--- src/rtl/alu_ctrl_pkg.sv ---
// Shared types, constants and decode helpers for the ALU issue controller.
package alu_ctrl_pkg;

    typedef enum logic [1:0] {
        ST_IDLE   = 2'd0,
        ST_DECODE = 2'd1,
        ST_EXEC   = 2'd2,
        ST_WB     = 2'd3
    } state_t;

    // Condition codes (instr[31:28])
    localparam logic [3:0] COND_EQ = 4'd0;
    localparam logic [3:0] COND_NE = 4'd1;
    localparam logic [3:0] COND_CS = 4'd2;
    localparam logic [3:0] COND_CC = 4'd3;
    localparam logic [3:0] COND_MI = 4'd4;
    localparam logic [3:0] COND_PL = 4'd5;
    localparam logic [3:0] COND_VS = 4'd6;
    localparam logic [3:0] COND_VC = 4'd7;
    localparam logic [3:0] COND_HI = 4'd8;
    localparam logic [3:0] COND_LS = 4'd9;
    localparam logic [3:0] COND_GE = 4'd10;
    localparam logic [3:0] COND_LT = 4'd11;
    localparam logic [3:0] COND_GT = 4'd12;
    localparam logic [3:0] COND_LE = 4'd13;
    localparam logic [3:0] COND_AL = 4'd14;
    localparam logic [3:0] COND_NV = 4'd15;

    // ALU commands (instr[24:21])
    localparam logic [3:0] CMD_AND = 4'd0;
    localparam logic [3:0] CMD_EOR = 4'd1;
    localparam logic [3:0] CMD_SUB = 4'd2;
    localparam logic [3:0] CMD_RSB = 4'd3;
    localparam logic [3:0] CMD_ADD = 4'd4;
    localparam logic [3:0] CMD_TST = 4'd8;
    localparam logic [3:0] CMD_TEQ = 4'd9;
    localparam logic [3:0] CMD_CMP = 4'd10;
    localparam logic [3:0] CMD_CMN = 4'd11;
    localparam logic [3:0] CMD_ORR = 4'd12;
    localparam logic [3:0] CMD_MOV = 4'd13;

    // Flag bit positions inside the {N,Z,C,V} nibble
    localparam int FLAG_N = 3;
    localparam int FLAG_Z = 2;
    localparam int FLAG_C = 1;
    localparam int FLAG_V = 0;

    // Zero-extended 8-bit immediate rotated right by twice the rotate field.
    function automatic logic [31:0] ror_imm(input logic [7:0] imm8, input logic [3:0] rot);
        logic [63:0] dbl;
        logic [5:0]  amt;
        amt = {1'b0, rot, 1'b0};
        dbl = {24'd0, imm8, 24'd0, imm8};
        dbl = dbl >> amt;
        return dbl[31:0];
    endfunction

    // Evaluate a condition code against the stored flags.
    function automatic logic cond_pass(input logic [3:0] cond, input logic [3:0] f);
        logic n, z, c, v, res;
        n = f[FLAG_N];
        z = f[FLAG_Z];
        c = f[FLAG_C];
        v = f[FLAG_V];
        case (cond)
            COND_EQ: res = z;
            COND_NE: res = ~z;
            COND_CS: res = c;
            COND_CC: res = ~c;
            COND_MI: res = n;
            COND_PL: res = ~n;
            COND_VS: res = v;
            COND_VC: res = ~v;
            COND_HI: res = c & ~z;
            COND_LS: res = ~c | z;
            COND_GE: res = (n == v);
            COND_LT: res = (n != v);
            COND_GT: res = ~z & (n == v);
            COND_LE: res = z | (n != v);
            COND_AL: res = 1'b1;
            COND_NV: res = 1'b0;
            default: res = 1'b0;
        endcase
        return res;
    endfunction

    // TST/TEQ/CMP/CMN only update flags, never the destination register.
    function automatic logic is_compare(input logic [3:0] cmd);
        return (cmd[3:2] == 2'b10);
    endfunction

endpackage

--- src/rtl/alu_regfile.sv ---
// 16x32 register file: two operand read ports, one debug read port, one write port.
module alu_regfile
    import alu_ctrl_pkg::*;
#(
    parameter int NREGS = 16
) (
    input  logic        clk,
    input  logic        rst,
    input  logic        we,
    input  logic [3:0]  waddr,
    input  logic [31:0] wdata,
    input  logic [3:0]  raddr_n,
    output logic [31:0] rdata_n,
    input  logic [3:0]  raddr_m,
    output logic [31:0] rdata_m,
    input  logic [3:0]  raddr_d,
    output logic [31:0] rdata_d
);

    logic [31:0] regs_r [NREGS];

    // Register storage with synchronous clear.
    always_ff @(posedge clk) begin
        if (rst) begin
            for (int i = 0; i < NREGS; i++) begin
                regs_r[i] <= 32'd0;
            end
        end else if (we) begin
            regs_r[waddr] <= wdata;
        end
    end

    assign rdata_n = regs_r[raddr_n];
    assign rdata_m = regs_r[raddr_m];
    assign rdata_d = regs_r[raddr_d];

endmodule

--- src/rtl/alu_issue_ctrl.sv ---
// Multi-cycle issue controller: decode, condition check, drive ALU, write back.
module alu_issue_ctrl
    import alu_ctrl_pkg::*;
#(
    parameter int NREGS = 16
) (
    input  logic        clk,
    input  logic        rst,
    input  logic        instr_valid,
    input  logic [31:0] instr,
    output logic        instr_ready,
    output logic        done,
    output logic        skipped,
    output logic [31:0] alu_a,
    output logic [31:0] alu_b,
    output logic [1:0]  alu_op,
    output logic [3:0]  alu_cmd,
    input  logic [31:0] alu_out,
    input  logic [3:0]  alu_flags,
    output logic [3:0]  nzcv,
    input  logic        dbg_we,
    input  logic [3:0]  dbg_addr,
    input  logic [31:0] dbg_wdata,
    output logic [31:0] dbg_rdata
);

    state_t      state_r, state_nx_s;
    logic [31:0] instr_r;
    logic [31:0] res_r;
    logic [3:0]  flags_r;
    logic [3:0]  nzcv_r;
    logic [31:0] alu_a_r, alu_b_r;
    logic [1:0]  alu_op_r;
    logic [3:0]  alu_cmd_r;

    logic        instr_ready_s, done_s, skipped_s;
    logic        pass_s;
    logic [31:0] rn_data_s, rm_data_s, opb_s;
    logic        rf_we_s;
    logic [3:0]  rf_waddr_s;
    logic [31:0] rf_wdata_s;

    // Decoded fields of the latched instruction
    logic [3:0] cond_s, cmd_s, rn_s, rd_s, rm_s;
    logic       imm_s, sbit_s;
    assign cond_s = instr_r[31:28];
    assign imm_s  = instr_r[25];
    assign cmd_s  = instr_r[24:21];
    assign sbit_s = instr_r[20];
    assign rn_s   = instr_r[19:16];
    assign rd_s   = instr_r[15:12];
    assign rm_s   = instr_r[3:0];

    assign pass_s = cond_pass(cond_s, nzcv_r);
    assign opb_s  = imm_s ? ror_imm(instr_r[7:0], instr_r[11:8]) : rm_data_s;

    alu_regfile #(.NREGS(NREGS)) u_regfile (
        .clk     (clk),
        .rst     (rst),
        .we      (rf_we_s),
        .waddr   (rf_waddr_s),
        .wdata   (rf_wdata_s),
        .raddr_n (rn_s),
        .rdata_n (rn_data_s),
        .raddr_m (rm_s),
        .rdata_m (rm_data_s),
        .raddr_d (dbg_addr),
        .rdata_d (dbg_rdata)
    );

    // FSM state register.
    always_ff @(posedge clk) begin
        if (rst) begin
            state_r <= ST_IDLE;
        end else begin
            state_r <= state_nx_s;
        end
    end

    // FSM next-state logic.
    always_comb begin
        state_nx_s = state_r;
        case (state_r)
            ST_IDLE: begin
                if (instr_valid) begin
                    state_nx_s = ST_DECODE;
                end else begin
                    state_nx_s = ST_IDLE;
                end
            end
            ST_DECODE: begin
                if (pass_s) begin
                    state_nx_s = ST_EXEC;
                end else begin
                    state_nx_s = ST_IDLE;
                end
            end
            ST_EXEC: state_nx_s = ST_WB;
            ST_WB:   state_nx_s = ST_IDLE;
            default: state_nx_s = ST_IDLE;
        endcase
    end

    // FSM outputs: handshake and retire pulses.
    always_comb begin
        instr_ready_s = 1'b0;
        done_s        = 1'b0;
        skipped_s     = 1'b0;
        case (state_r)
            ST_IDLE: instr_ready_s = 1'b1;
            ST_DECODE: begin
                if (pass_s) begin
                    done_s    = 1'b0;
                    skipped_s = 1'b0;
                end else begin
                    done_s    = 1'b1;
                    skipped_s = 1'b1;
                end
            end
            ST_EXEC: done_s = 1'b0;
            ST_WB:   done_s = 1'b1;
            default: done_s = 1'b0;
        endcase
    end

    // Register-file write mux: write-back has priority, debug only while idle.
    always_comb begin
        rf_we_s    = 1'b0;
        rf_waddr_s = 4'd0;
        rf_wdata_s = 32'd0;
        if (state_r == ST_WB && !is_compare(cmd_s)) begin
            rf_we_s    = 1'b1;
            rf_waddr_s = rd_s;
            rf_wdata_s = res_r;
        end else if (state_r == ST_IDLE && dbg_we) begin
            rf_we_s    = 1'b1;
            rf_waddr_s = dbg_addr;
            rf_wdata_s = dbg_wdata;
        end else begin
            rf_we_s    = 1'b0;
        end
    end

    // Datapath registers: instruction latch, ALU drive, result capture, flags.
    always_ff @(posedge clk) begin
        if (rst) begin
            instr_r   <= 32'd0;
            alu_a_r   <= 32'd0;
            alu_b_r   <= 32'd0;
            alu_op_r  <= 2'd0;
            alu_cmd_r <= 4'd0;
            res_r     <= 32'd0;
            flags_r   <= 4'd0;
            nzcv_r    <= 4'd0;
        end else begin
            if (state_r == ST_IDLE && instr_valid) begin
                instr_r <= instr;
            end
            if (state_r == ST_DECODE && pass_s) begin
                alu_a_r   <= rn_data_s;
                alu_b_r   <= opb_s;
                alu_op_r  <= instr_r[27:26];
                alu_cmd_r <= cmd_s;
            end
            if (state_r == ST_EXEC) begin
                res_r   <= alu_out;
                flags_r <= alu_flags;
            end
            if (state_r == ST_WB && sbit_s) begin
                nzcv_r <= flags_r;
            end
        end
    end

    assign instr_ready = instr_ready_s;
    assign done        = done_s;
    assign skipped     = skipped_s;
    assign alu_a       = alu_a_r;
    assign alu_b       = alu_b_r;
    assign alu_op      = alu_op_r;
    assign alu_cmd     = alu_cmd_r;
    assign nzcv        = nzcv_r;

endmodule

--- config.mk ---
export PLATFORM = sky130hd
export DESIGN_NAME = alu_issue_ctrl
export DESIGN_NICKNAME = d
export VERILOG_FILES = /design/src/rtl/alu_ctrl_pkg.sv /design/src/rtl/alu_regfile.sv /design/src/rtl/alu_issue_ctrl.sv
export SDC_FILE = /design/constraint.sdc
export NUM_CORES = 1
export LEC_CHECK = 0
export CAP_MARGIN = 20
export CORE_ASPECT_RATIO = 0.9
export CORE_MARGIN = 4
export CORE_UTILIZATION = 65
export CTS_CLUSTER_DIAMETER = 150
export CTS_CLUSTER_SIZE = 10
export DETAILED_ROUTE_END_ITERATION = 7
export MAX_ROUTING_LAYER = met4
export PLACE_DENSITY_LB_ADDON = 0.1
export REMOVE_ABC_BUFFERS = 1
export SYNTH_ARGS = -nofsm -noshare
export SYNTH_HDL_FRONTEND = slang
export SYNTH_SLANG_ARGS = --single-unit
--- constraint.sdc ---
create_clock -name clk -period 11.45 [get_ports clk]
set_input_delay 2.29 -clock clk [delete_from_list [all_inputs] [get_ports clk]]
set_output_delay 2.29 -clock clk [all_outputs]
set_load 0.02 [all_outputs]
# Word-level counts from Yosys, hierarchy flattened

Memories as Yosys holds them, arrays and structs flattened. A register that Yosys moved wholly into a read port is not among the register bits.
Cells that the tools add are included.

Equal/unequal tests: 21
Shifts and indexed selects: 1
Muxes and demuxes: 25
Bitwise gates (word level): 8
Reduce and logical (&&, ||, !) cells: 9

Operators with widths:

| cell                                                                   | count |
|---|---|
| 32-bit two-way mux                                                     | 4 |
| 40-bit by 5-bit right shift with 32-bit output                         | 1 |
| 4-bit equality test (second input constant)                            | 8 |
| 32-bit OR reduction                                                    | 1 |
| 4-bit two-way mux                                                      | 5 |
| 4-bit by 3-bit equality test with 1-bit output (second input constant) | 4 |
| 1-bit case mux with 16 select lines                                    | 1 |
| 1-bit two-way mux                                                      | 12 |
| 4-bit by 2-bit equality test with 1-bit output (second input constant) | 2 |
| 2-bit case mux with 4 select lines                                     | 1 |
| 2-bit equality test (second input constant)                            | 3 |
| 1-bit logical AND                                                      | 5 |
| 4-bit by 1-bit equality test with 1-bit output (second input constant) | 1 |
| 4-bit logical NOT                                                      | 1 |
| 1-bit NOT                                                              | 4 |
| 1-bit bitwise AND                                                      | 2 |
| 2-bit by 1-bit equality test with 1-bit output (second input constant) | 1 |
| 2-bit logical NOT                                                      | 1 |
| 2-bit two-way mux                                                      | 1 |
| 1-bit bitwise OR                                                       | 2 |
| 1-bit case mux with 2 select lines                                     | 1 |
| 1-bit equality test                                                    | 1 |
| 1-bit logical NOT                                                      | 1 |
| 1-bit inequality test                                                  | 1 |

Register bits after elaboration: 112
RAM bits: 512
Input bits: 108
Output and inout bits: 109
Word-level logic and storage cells: 73
Memories kept: 1

Memories:

| memory           | words | bits a word | rd ports | clocked after Yosys merged registers in | wr ports | RTL line          | source |
|---|---|---|---|---|---|---|---|
| u_regfile.regs_r | 16    | 32          | 3        | 2                                       | 16       | alu_regfile.sv:20 | `logic [31:0] regs_r [NREGS];` |

# Longest topological paths before layout

Word-level depth: 9
Gate-level depth with buffers: 10
Depth with buffers taken out: 5

# Modules after synthesis

Synthesis repeated with hierarchy kept, for this count alone.

Cell total of the unflattened synthesis: 2748
Area, all modules: 37174.4 µm²

By module, submodules not included:

| module         | times used | cells an instance | area an instance (µm²) | sequential area each (µm²) |
|---|---|---|---|---|
| alu_regfile    | 1          | 1958              | 30271.5                | 15374.7 |
| alu_issue_ctrl | 1          | 790               | 6902.9                 | 2882.8 |

# Worst setup path after synthesis

OpenSTA, ideal clock, no wires.

Path kind: input-to-output
From: in dbg_addr[0]
To: out dbg_rdata[0]
Arrival: 4092 ps
Data required time: 9160 ps
Slack: 5068 ps
Stages on the path: 4
Path buffers: 2
Cell sequence: clkbuf_1 clkbuf_1 mux4_2 mux4_2

Word-level cells in the longest chain between the ends: 1

RTL lines:

| item                    | RTL line             | source |
|---|---|---|
| start: declaration      | alu_issue_ctrl.sv:22 | `input logic [3:0] dbg_addr,` |
| memory read 16 x 32 bit | --                   |  |
| end: declaration        | alu_issue_ctrl.sv:24 | `output logic [31:0] dbg_rdata` |

Every way passes these cells.

# Worst setup path after layout

From: in dbg_addr[1]
To: out dbg_rdata[16]

Same word-level chain as after synthesis.

==> metrics.md <==
| Metric | Value |
|---|---|
| Power Internal | `roughly 4.4 mW` |
| Logic pwr share | `0.172` |
| Root Buffer | `clkbuf_16` |
| DR pass1 iterations | `7` |
| Final Hold Viols | `0` |
| Mapped cell area | `between 30000 and 40000 um2` |
| Power Density | `around 140 nW/um2` |
| Layout Skew | `about 0.026 ns` |
| CORE AREA | `~57000 um2` |
| Via density | `between 7 and 8` |
| Leak | `roughly 14 nW` |
| Design Area, Final | `42700 um2` |
| Vias in the first global route | `30300` |
| Main synth FF type | `edfxtp_1` |
| Arr. time, crit path | `5.84 ns` |
| Post-synth ARST share | `0` |
| Skew-Pair Late Insertion Delay | `between 0.6 and 0.7 ns` |
| Starting Density | `0.660` |
| Fmax | `between 0.1 and 0.15 GHz` |
| Inserted Clock Buffers | `75` |
| Reg2reg start | `state_r[0]` |
| Flop pwr share | `0.454` |
| Die area | `about 62000 um2` |
| Leading cell type in the layout, fill and taps excluded | `edfxtp_1` |
| Number of nets in the layout | `approximately 3300` |
| Slew HR | `0.112` |
| Crit path max fanout | `between 40 and 50` |
| Hold path start | `flags_r[2]` |
| Routability Congestion | `0.971` |
| Most frequent cells in the layout | `512 x edfxtp_1, 395 x nor3_1, 288 x mux4_2` |
| Crit path from | `dbg_addr[1]` |
| Worst path required time | `about 9.2 ns` |
| Clock power share | `0.373` |
| Hold slack | `between 0.4 and 0.5 ns` |
| Initial antenna violation count | `5` |
| Cells after synthesis | `3155` |
| Crit path time final | `~8.1 ns` |
| Synth Area per Inst | `between 10 and 15 um2` |
| Chip height | `~240 um` |
| CTS tree | `done` |
| Area grow syn2layout | `12.5%` |
| Final WS setup | `roughly 3.3 ns` |
| # hold bufs at CTS | `0` |
| GRT Util Overall | `0.444` |
| Number of setup buffers added after CTS | `0` |
| Number of I/O port buffers | `between 200 and 250` |
| DP HPWL | `between 70000 and 80000 um` |
| Total net switching power | `about 1.7 mW` |
| CTS clk-pin slew, worst paths | `about 0.060 ns` |
| Register bit count reported by yosys | `660` |
| EDFF count, synth | `512` |
| Worst hold path class | `reg -> reg` |
| Area after DPL | `40400 um2` |
| Unique masters post-synth | `57` |
| Sw Share | `0.282` |
| Synth area leader | `edfxtp_1` |
| Final WL | `138000 um` |
| Synthesis Warnings | `0` |
| Peak VDD IR | `around 200 uV` |
| # IOs | `around 220` |
| Post_cts resized | `0` |
| Worst setup SP type | `input pin` |
| Pins Over Slew Limit | `0` |
| CTS Sinks | `between 600 and 700` |
| Core Util, Final | `0.743` |
| Post-synth top area share | `0.405` |
| CTS Buffer Depth | `3` |
| Post-DR wirelength/cell | `roughly 35 um` |
| First-pass GRT wire length | `between 150000 and 200000 um` |
| Number of routed nets with antenna violations | `0` |
| Max cap viols | `0` |
| Total number of vias | `31500` |
| Finish-stage setup viols | `0` |
| Drc violations | `0` |
| CP Class | `in -> out` |
| Largest net degree at the start of global routing | `between 70 and 80` |
| Register area share after synthesis | `0.484` |
| GRT overflow | `0` |
| Standard-cell rows | `just over 80` |
| Worst-Margin Slew | `1.33 ns` |
| Top cells by area, synth | `edfxtp_1 41%, mux4_2 17%, dfxtp_1 7.8%` |
| H-tree Lvls | `3` |
| RSZ-0062 raised after global routing | `false` |
| Fraction of layout cells with a size suffix above 1 | `0.224` |
| Outcome | `finished, final reports clean` |
| Die Width | `approximately 260 um` |
| Iter 0 DRT Violations | `between 6000 and 7000` |
| Tcrit/Tclk final | `0.710` |
| DP Worst Slack | `roughly 3.5 ns` |
| Endpoint class of the critical path | `primary output` |
metrics by stage:
stage	TNS [ns]	std cells	power [mW]
4_1_cts	0	3979	6.06
5_1_grt	0	3985	6.24
6_report	0	3987	6.13
3_3_place_gp	0	3840	3.80
3_5_place_dp	0	3842	3.83
2_1_floorplan	-43.44	2793	3.41
routing by layer:
layer	track usage	vias up	routed length, um
li1	-	12300	-
met1	0.553	15100	44400
met2	0.627	3283	59800
met3	0.173	760	24200
met4	0.247	0	9720
met5	-	-	0
synthesized netlist by cell type, types with 16 or more instances:
cell	count
buf_2	62
mux2_2	187
mux2i_1	78
o22ai_1	97
mux4_2	288
nor2b_1	54
buf_1	28
dfxtp_1	148
mux2_4	30
a21oi_1	159
and3_1	16
nand3_1	37
a22o_1	32
a22oi_1	115
nor2_1	225
edfxtp_1	512
o21ai_0	58
a211oi_1	61
clkbuf_1	261
nand2_1	210
nor3_1	395
area by class of cell:
type,count,area (um2)
fillers,3750,14800
flip-flops and latches,660,18400
repair buffers,285,2720
well taps,765,957
inverters,4,15.0
multi-input cells,2129,18400
clock buffers,137,2240
diodes,7,17.5
state kept, by name, summed over array words and instances, names as in the netlist, named ones only:
name              flops
u_regfile.regs_r    512
alu_a                32
alu_b                32
instr_r              32
res_r                32
alu_cmd               4
flags_r               4
nzcv                  4
alu_op                2
state_r               1
worst paths after layout:
check                        endpoint  slack, ns  cells after the start
min reg2reg                flags_r[2]       0.46                      2
max                     dbg_rdata[16]       3.32                      6
max reg2reg  u_regfile.regs_r[13][28]       7.01                      6
min                        flags_r[2]       0.46                      2
cells by family (layout without fill, tap and decap cells):
kind of cell | after synthesis | in the layout | share of synthesized area
and+or+nand+nor | 993 | 993 | 0.122
DFF | 660 | 660 | 0.484
muxes | 583 | 583 | 0.259
AOI/OAI and AO/OA | 551 | 551 | 0.0942
buffers and inverters | 366 | 426 | 0.0404
xor gates and xnor gates | 2 | 2 | 0.000462
other | 0 | 7 | 0
power groups by stage:
stage / Combinational [mW] / Sequential [mW] / Clock [mW]
global route: 1.08 / 2.79 / 2.37
detailed placement: 1.01 / 2.82 / 0
global placement: 0.985 / 2.81 / 0
finish: 1.06 / 2.78 / 2.29
CTS: 1.01 / 2.77 / 2.27
floorplan: 0.583 / 2.83 / 0
worst max-delay path, cell delays in order:
cell and delay, ns:
buf_4 0.52, buf_4 0.70, buf_4 0.74, mux4_2 0.41, mux4_2 0.53, clkdlybuf4s50_1 0.56
No activity file was read; power rests on OpenSTA's default activity.
